$ cat src/rtl/sram_row_streamer.sv
// rtl/sram_row_streamer.sv - row/k SRAM read sequencer streaming one row through a credit-controlled skid FIFO
// Optional feature macro: SRAM_ROW_STREAMER_STALL_CNT_EN adds output stall_cnt[31:0].
// Ports:
//   clk, rst_n                 clock, asynchronous active-low reset
//   start, row, len            job request (sampled in IDLE only)
//   busy, done, err            job status; done/err are one-cycle pulses
//   mem_en/re/we, mem_row/k    SRAM read port (registered), mem_rdata/mem_rvalid response
//   m_valid/ready/data/k/last  output word stream
module sram_row_streamer #(
    parameter int M          = 8,
    parameter int KMAX       = 1024,
    parameter int DATA_W     = 32,
    parameter int FIFO_DEPTH = 4,
    parameter int ROW_W      = (M <= 1) ? 1 : $clog2(M),
    parameter int K_W        = (KMAX <= 1) ? 1 : $clog2(KMAX),
    parameter int LEN_W      = $clog2(KMAX + 1)
) (
    input  logic              clk,
    input  logic              rst_n,
    input  logic              start,
    input  logic [ROW_W-1:0]  row,
    input  logic [LEN_W-1:0]  len,
    output logic              busy,
    output logic              done,
    output logic              err,
    output logic              mem_en,
    output logic              mem_re,
    output logic              mem_we,
    output logic [ROW_W-1:0]  mem_row,
    output logic [K_W-1:0]    mem_k,
    input  logic [DATA_W-1:0] mem_rdata,
    input  logic              mem_rvalid,
    output logic              m_valid,
    input  logic              m_ready,
    output logic [DATA_W-1:0] m_data,
    output logic [K_W-1:0]    m_k,
    output logic              m_last
`ifdef SRAM_ROW_STREAMER_STALL_CNT_EN
    ,
    output logic [31:0]       stall_cnt
`endif
);

    localparam int          PTR_W  = $clog2(FIFO_DEPTH);
    localparam int          CNT_W  = $clog2(FIFO_DEPTH + 1);
    localparam logic [31:0] KMAX_U = 32'(KMAX);

    typedef enum logic [1:0] {IDLE, RUN, DRAIN, FIN} state_t;

    state_t             state_q, state_d;
    logic [ROW_W-1:0]   row_q, row_d;
    logic [LEN_W-1:0]   len_q, len_d;
    logic [LEN_W-1:0]   issued_q, issued_d;
    logic [LEN_W-1:0]   ret_cnt_q, ret_cnt_d;
    logic [CNT_W-1:0]   outstanding_q, outstanding_d;
    logic [CNT_W-1:0]   fifo_cnt_q, fifo_cnt_d;
    logic [PTR_W-1:0]   wr_ptr_q, wr_ptr_d;
    logic [PTR_W-1:0]   rd_ptr_q, rd_ptr_d;
    logic               err_flag_q, err_flag_d;
    logic               mem_en_q, mem_en_d;
    logic [K_W-1:0]     mem_k_q, mem_k_d;
    logic [DATA_W-1:0]  fifo_data_q [FIFO_DEPTH];
    logic [DATA_W-1:0]  fifo_data_d [FIFO_DEPTH];
    logic [K_W-1:0]     fifo_k_q [FIFO_DEPTH];
    logic [K_W-1:0]     fifo_k_d [FIFO_DEPTH];
    logic               fifo_last_q [FIFO_DEPTH];
    logic               fifo_last_d [FIFO_DEPTH];

    logic len_ok, credit_ok, issue, push, pop;

    always_comb begin
        state_d       = state_q;
        row_d         = row_q;
        len_d         = len_q;
        issued_d      = issued_q;
        ret_cnt_d     = ret_cnt_q;
        err_flag_d    = err_flag_q;
        mem_k_d       = mem_k_q;
        wr_ptr_d      = wr_ptr_q;
        rd_ptr_d      = rd_ptr_q;
        fifo_data_d   = fifo_data_q;
        fifo_k_d      = fifo_k_q;
        fifo_last_d   = fifo_last_q;

        len_ok    = (len != '0) && (32'(len) <= KMAX_U);
        // Credit uses registered counts only, so a pop frees a slot one cycle later.
        credit_ok = ({1'b0, outstanding_q} + {1'b0, fifo_cnt_q}) < (CNT_W + 1)'(FIFO_DEPTH);
        issue     = (state_q == RUN) && (issued_q < len_q) && credit_ok;
        // Responses with nothing outstanding are protocol errors and are dropped.
        push      = mem_rvalid && (outstanding_q != '0);
        pop       = (fifo_cnt_q != '0) && m_ready;

        mem_en_d  = issue;
        if (issue) begin
            mem_k_d  = issued_q[K_W-1:0];
            issued_d = issued_q + LEN_W'(1);
        end

        outstanding_d = outstanding_q + CNT_W'(issue) - CNT_W'(push);
        fifo_cnt_d    = fifo_cnt_q + CNT_W'(push) - CNT_W'(pop);

        if (push) begin
            fifo_data_d[wr_ptr_q] = mem_rdata;
            fifo_k_d[wr_ptr_q]    = ret_cnt_q[K_W-1:0];
            fifo_last_d[wr_ptr_q] = (ret_cnt_q == len_q - LEN_W'(1));
            wr_ptr_d              = wr_ptr_q + PTR_W'(1);
            ret_cnt_d             = ret_cnt_q + LEN_W'(1);
        end
        if (pop) begin
            rd_ptr_d = rd_ptr_q + PTR_W'(1);
        end

        case (state_q)
            IDLE: begin
                if (start) begin
                    if (len_ok) begin
                        row_d      = row;
                        len_d      = len;
                        issued_d   = '0;
                        ret_cnt_d  = '0;
                        err_flag_d = 1'b0;
                        state_d    = RUN;
                    end else begin
                        err_flag_d = 1'b1;
                        state_d    = FIN;
                    end
                end
            end
            RUN: begin
                if (issue && (issued_q == len_q - LEN_W'(1))) begin
                    state_d = DRAIN;
                end
            end
            DRAIN: begin
                // Finish in the cycle of the final handshake so done follows it directly.
                if ((outstanding_q == '0) &&
                    ((fifo_cnt_q == '0) || ((fifo_cnt_q == CNT_W'(1)) && pop))) begin
                    state_d = FIN;
                end
            end
            FIN: begin
                state_d = IDLE;
            end
            default: state_d = IDLE;
        endcase

        if (mem_rvalid && (outstanding_q == '0) && (state_q != IDLE)) begin
            err_flag_d = 1'b1;
        end
    end

    always_ff @(posedge clk or negedge rst_n) begin
        if (!rst_n) begin
            state_q       <= IDLE;
            row_q         <= '0;
            len_q         <= '0;
            issued_q      <= '0;
            ret_cnt_q     <= '0;
            outstanding_q <= '0;
            fifo_cnt_q    <= '0;
            wr_ptr_q      <= '0;
            rd_ptr_q      <= '0;
            err_flag_q    <= 1'b0;
            mem_en_q      <= 1'b0;
            mem_k_q       <= '0;
            for (int i = 0; i < FIFO_DEPTH; i++) begin
                fifo_data_q[i] <= '0;
                fifo_k_q[i]    <= '0;
                fifo_last_q[i] <= 1'b0;
            end
        end else begin
            state_q       <= state_d;
            row_q         <= row_d;
            len_q         <= len_d;
            issued_q      <= issued_d;
            ret_cnt_q     <= ret_cnt_d;
            outstanding_q <= outstanding_d;
            fifo_cnt_q    <= fifo_cnt_d;
            wr_ptr_q      <= wr_ptr_d;
            rd_ptr_q      <= rd_ptr_d;
            err_flag_q    <= err_flag_d;
            mem_en_q      <= mem_en_d;
            mem_k_q       <= mem_k_d;
            fifo_data_q   <= fifo_data_d;
            fifo_k_q      <= fifo_k_d;
            fifo_last_q   <= fifo_last_d;
        end
    end

    assign busy    = (state_q != IDLE);
    assign done    = (state_q == FIN);
    assign err     = (state_q == FIN) && err_flag_q;
    assign mem_en  = mem_en_q;
    assign mem_re  = mem_en_q;
    assign mem_we  = 1'b0;
    assign mem_row = row_q;
    assign mem_k   = mem_k_q;
    assign m_valid = (fifo_cnt_q != '0);
    assign m_data  = fifo_data_q[rd_ptr_q];
    assign m_k     = fifo_k_q[rd_ptr_q];
    assign m_last  = m_valid && fifo_last_q[rd_ptr_q];

`ifdef SRAM_ROW_STREAMER_STALL_CNT_EN
    logic [31:0] stall_cnt_q, stall_cnt_d;

    always_comb begin
        stall_cnt_d = stall_cnt_q;
        if ((state_q == IDLE) && start) begin
            stall_cnt_d = '0;
        end else if (busy && m_valid && !m_ready && (stall_cnt_q != 32'hFFFF_FFFF)) begin
            stall_cnt_d = stall_cnt_q + 32'd1;
        end
    end

    always_ff @(posedge clk or negedge rst_n) begin
        if (!rst_n) begin
            stall_cnt_q <= '0;
        end else begin
            stall_cnt_q <= stall_cnt_d;
        end
    end

    assign stall_cnt = stall_cnt_q;
`endif

endmodule

$ cat config.mk
export PLATFORM = sky130hd
export DESIGN_NAME = sram_row_streamer
export DESIGN_NICKNAME = d
export VERILOG_FILES = /design/src/rtl/sram_row_streamer.sv
export SDC_FILE = /design/constraint.sdc
export NUM_CORES = 1
export LEC_CHECK = 0
export ABC_CLOCK_PERIOD_IN_PS = 4250
export BUFFER_PORTS_ARGS = -buffer_cell sky130_fd_sc_hd__buf_2
export CORE_UTILIZATION = 50
export DETAILED_ROUTE_END_ITERATION = 12
export HOLD_SLACK_MARGIN = 0.08
export PLACE_DENSITY = 0.69
export SKIP_CTS_REPAIR_TIMING = 1
export SLEW_MARGIN = 5
export SYNTH_ARGS = -nofsm -noshare
export SYNTH_HDL_FRONTEND = slang
export SYNTH_SLANG_ARGS = --single-unit
$ cat constraint.sdc
create_clock -name clk -period 4.25 [get_ports clk]
set_input_delay 0.85 -clock clk [delete_from_list [all_inputs] [get_ports clk]]
set_output_delay 0.85 -clock clk [all_outputs]
set_load 0.05 [all_outputs]
# Word level (Yosys, flattened, before mapping)
# Index checks and enable logic that the tools add are counted.
# totals
regBits	232
ramBits	0
latchBits	0
n_memories	0
in_bits	51
rom_bits	0
# classes
muxes	35
bitwise	2
div_mod_pow	0
reduce_logical	26
add_sub_neg	10
shifts	0
mul	0
n_eq_ne	9
n_lt_le_gt_ge	6
# op_table
cell	n
$bwmux W128	1
$mux W32	3
$mux W11	8
$bmux W32 S2	1
$demux W32 S2	1
$bwmux W40	1
$mux W10	3
$add A11 B1 Y11 const B	2
$eq A11 B11 Y1	2
$bmux W10 S2	1
$demux W10 S2	1
$logic_and A1 B1 Y1	13
$le A11 B11 Y1 const B	1
$lt A11 B11 Y1	1
$reduce_bool A11 Y1	1
$sub A11 B1 Y11 const B	1
$mux W2	4
$pmux W2 S4	1
$mux W1	7
$add A3 B1 Y3	2
$ge A3 B3 Y1 const B	2
$logic_not A3 Y1	2
$not A2 Y3	2
$reduce_and A3 Y1	2
18 further kinds	25

# Longest topological paths before layout
# depth
word_depth	7
mapped_depth	15
mapped_depth_nobuf	13

# Least setup slack after synthesis
# Ideal clock, no wire load.
# synth_timing
path_kind	register -> register
startpoint	register len_q[6]
endpoint	register outstanding_q[2]
period_less_slack_ps	3171
slack_ps	1079
t_required_ps	4124
path_stages_with_launch	16
arrival_ps	3045
n_path_buf	2
path_cell_list	dfrtp_1 > clkbuf_1 > inv_1 > ha_1 > a21oi_1 > o21ai_1 > o21ai_2 > nand2_1 > clkbuf_1 > ha_1 > inv_1 > ha_1 > inv_1 > fa_1 > xnor2_1 > xnor2_1
# synth_between
elab_chain_len	5
# synth_rtl
item	line	source
start: declaration	52	logic [LEN_W-1:0] len_q, len_d;
start signal: assignment	174	len_q <= len_d;
$lt A11 B11 Y1	88	issue = (state_q == RUN) && (issued_q < len_q) && credit_ok;
$logic_and A1 B1 Y1 (2 in a row)	88	
$add A3 B1 Y3	99	outstanding_d = outstanding_q + CNT_W'(issue) - CNT_W'(push);
$sub A3 B1 Y3	99	
named net outstanding_d[2]	55	logic [CNT_W-1:0] outstanding_q, outstanding_d;
end signal: assignment	177	outstanding_q <= outstanding_d;
end: declaration	55	
# The timed path passes the listed nets, and every way through them passes these cells.
# A chain may end at the register's enable or synchronous reset.

# Final worst setup path
# layout_timing
startpoint	register rd_ptr_q[0]
endpoint	output m_k[4]
# layout_between
elab_chain_len	4
# layout_rtl
item	line	source
start: declaration	58	logic [PTR_W-1:0] rd_ptr_q, rd_ptr_d;
start signal: assignment	180	rd_ptr_q <= rd_ptr_d;
$not A2 Y3 (implied by the code)	200	assign m_k = fifo_k_q[rd_ptr_q];
$bmux W10 S2	200	
$mux W10 (implied by the code) (2 in a row)	200	
end: declaration	36	output logic [K_W-1:0] m_k,
# Every way passes these cells. The select of a mux whose other input is x is not followed.

==> metrics <==
vias=6,819; die area=22,900 um^2; Final Power=11.6 mW; Root Buffer=clkbuf_16; setup violators final=0; count of cell types in the netlist=59; Layout fillers=1,747; WL/cell=18.4 um; most frequent cells in the layout=dfrtp_1 (230), mux2_2 (161), buf_2 (111); Iteration-0 DRC Markers=281; Avg Cell Area, Syn=13.3 um^2; Setup crit end kind=output port; final setup TNS=0 ns; I/O pins=114; gr ovfl total=0; Max Cap Viol=0; Slew headroom=0.352; met1 global-route usage=0.301; FF/Latch Area=roughly 5800 um^2; routability cong.=0.847; CTS Buf Count=26; Layout area overhead=15.2%; Peak VDD IR=0.640 mV; met3 Usage GRT=0.0325; Die Wd=between 150 and 200 um; Tot GR Track Use=0.209; height of the chip=151 um; Post-synth ARST share=1.00; multi-input logic area=5030 um^2; Detailed Route WL=about 23,000 um; Arrival @ worst endpoint=between 2 and 2.5 ns; CTS clk-pin slew, worst paths=0.06 ns; Vias/cell=5.52; Cell Count, Final, Fillers Out=~1,200; Cell Area, Placed=12,000 um^2; Nets=1,021; EDFF count, synth=0; critical path fanouts, max=27; antenna violations before repair=1; cells on worst reg2reg path=9; clock buffer depth=3; CTS Sinks=232; min cycle time layout=3.33 ns; Final Cycle Share=0.784; status=completed; Setup CP Type=flip-flop to output port; Mapped Nets=920; total placed cells including tap cells=1,191; Cell Pwr Density=905 nW/um^2; Worst Clk Skew=~0.0094 ns; met2 GRT Util=0.331; H-tree Lvls=1; Starting Density=0.511; P_leak=5.84 nW; Final Hold Vio Count=0; dpl hpwl=14,900 um; Routed Antenna Nets=0; Final Max Slew Viols=0; layout cell share with drive strength beyond 1=0.402; commonest non-fill, non-tap cell in the layout=dfrtp_1; area of the mapped netlist=11,200 um^2; nature of the critical path startpoint=flip-flop; Least-Margin Pin Slew=0.972 ns; Residual DRC=0; Worst R2R Setup Slack=1.15 ns; RSZ-0062 raised after global routing=false; Pre-antenna DRT Iters=4; Hold Crit Class=primary input to asynchronous set/reset pin; number of synthesized register bits=approximately 230; largest net degree at the start of global routing=120; worst skew pair latency=0.53 ns; vias in the first global route=7,052; first-pass GRT wire length=37,600 um; Ys Warns=0; global route hottest layer=met2; count of input and output buffers=roughly 110; Placeable Area=21,800 um^2; ant diodes=0; share of the yosys chip area belonging to registers=0.520; Post-Syn Instances=around 840; fin area=12,900 um^2; worst path required time=approximately 3.4 ns; Max Fclk=around 0.30 GHz; CTS tree=yes; # rows=54; Top FF cell, synth=dfrtp_1
## state kept, by name, summed over array words and instances, names as in the netlist
register	count
fifo_data_q	128
fifo_k_q	40
issued_q	11
len_q	11
ret_cnt_q	11
mem_k	10
fifo_last_q	4
fifo_cnt_q	3
mem_row	3
outstanding_q	3
rd_ptr_q	2
state_q	2
wr_ptr_q	2
err_flag_q	1
mem_en	1
## Yosys cell counts, drive strengths merged (2+ instances only)
cell / instances / area, um^2
nor2: 31 / 119
o2111ai: 2 / 17.5
nand4: 6 / 37.5
and3: 7 / 43.8
mux2i: 2 / 20.0
clkbuf: 31 / 116
a21oi: 18 / 93.8
a21o: 2 / 15.0
nand3: 19 / 95.1
or3: 7 / 43.8
nor3: 8 / 45.0
o211ai: 4 / 35.0
a211o: 3 / 26.3
buf: 22 / 115
fa: 2 / 40.0
dfrtp: 232 / 5810
mux2: 176 / 1980
inv: 28 / 105
o21ai: 29 / 149
and4: 2 / 17.5
a211oi: 4 / 30.0
a31oi: 2 / 18.8
ha: 29 / 363
o31ai: 6 / 45.0
xor2: 20 / 175
or4: 3 / 22.5
and2: 4 / 25.0
nor4: 5 / 31.3
xnor2: 28 / 245
mux4: 43 / 968
or2: 2 / 12.5
nand2: 45 / 169
## critical path, stage by stage, from the launching register on
cell and delay (ns):
dfrtp_2 0.80, buf_12 0.34, mux4_2 0.57, buf_2 0.23
## metal layers
metal,share of wire,routed length (um)
met5,0,0
met3,0.039,880
met2,0.47,10800
met4,0.019,422
met1,0.47,10700
## area by class of cell
type	instances	share of cell area
sequential	232	0.452
multi-input combinational	525	0.391
clock buffer	35	0.0556
timing repair buffer	126	0.0555
tap	280	0.0273
clock inverter	10	0.0108
inverter	28	0.00818
## worst paths after layout
path,start,to
worst max-delay path,rd_ptr_q[0]$_DFFE_PN0P_,m_k[4]
worst min register to register,mem_k[4]$_DFFE_PN0N_,mem_k[4]$_DFFE_PN0N_
worst min-delay path,rst_n,fifo_data_q[71]$_DFFE_PN0P_
min in group clk,mem_k[4]$_DFFE_PN0N_,mem_k[4]$_DFFE_PN0N_
worst max register to register,outstanding_q[1]$_DFF_PN0_,outstanding_q[2]$_DFF_PN0_
max in group asynchronous,rst_n,mem_k[3]$_DFFE_PN0N_
## logic make-up after synthesis
family                   Yosys count  share of synthesized area
multiplexers                     221                      0.266
AO/OA/AOI/OAI                     79                     0.0454
adder cells (fa/ha/maj)           31                     0.0361
AND/OR/NAND/NOR                  145                     0.0638
flip-flops                       232                      0.520
other                              1                   0.000336
XOR/XNOR                          48                     0.0377
buffers and inverters             81                     0.0302
## metrics by stage
step	util	hold WS, ns	setup WS [ns]
6_report	0.589	0.366	0.920
2_1_floorplan	-	0.445	1.08
5_1_grt	0.589	0.454	0.755
3_3_place_gp	0.550	0.457	1.19
4_1_cts	0.589	0.441	0.833
3_5_place_dp	0.550	0.459	1.18
## power by group
| part | leakage [nW] | internal [mW] | switching [mW] | total [mW] |
|---|---|---|---|---|
| registers | 2.86 | 3.18 | 0.812 | 4.00 |
| logic | 2.56 | 2.25 | 3.16 | 5.41 |
| clock network | 0.418 | 1.36 | 0.872 | 2.23 |
No activity file was read; power rests on OpenSTA's default activity.
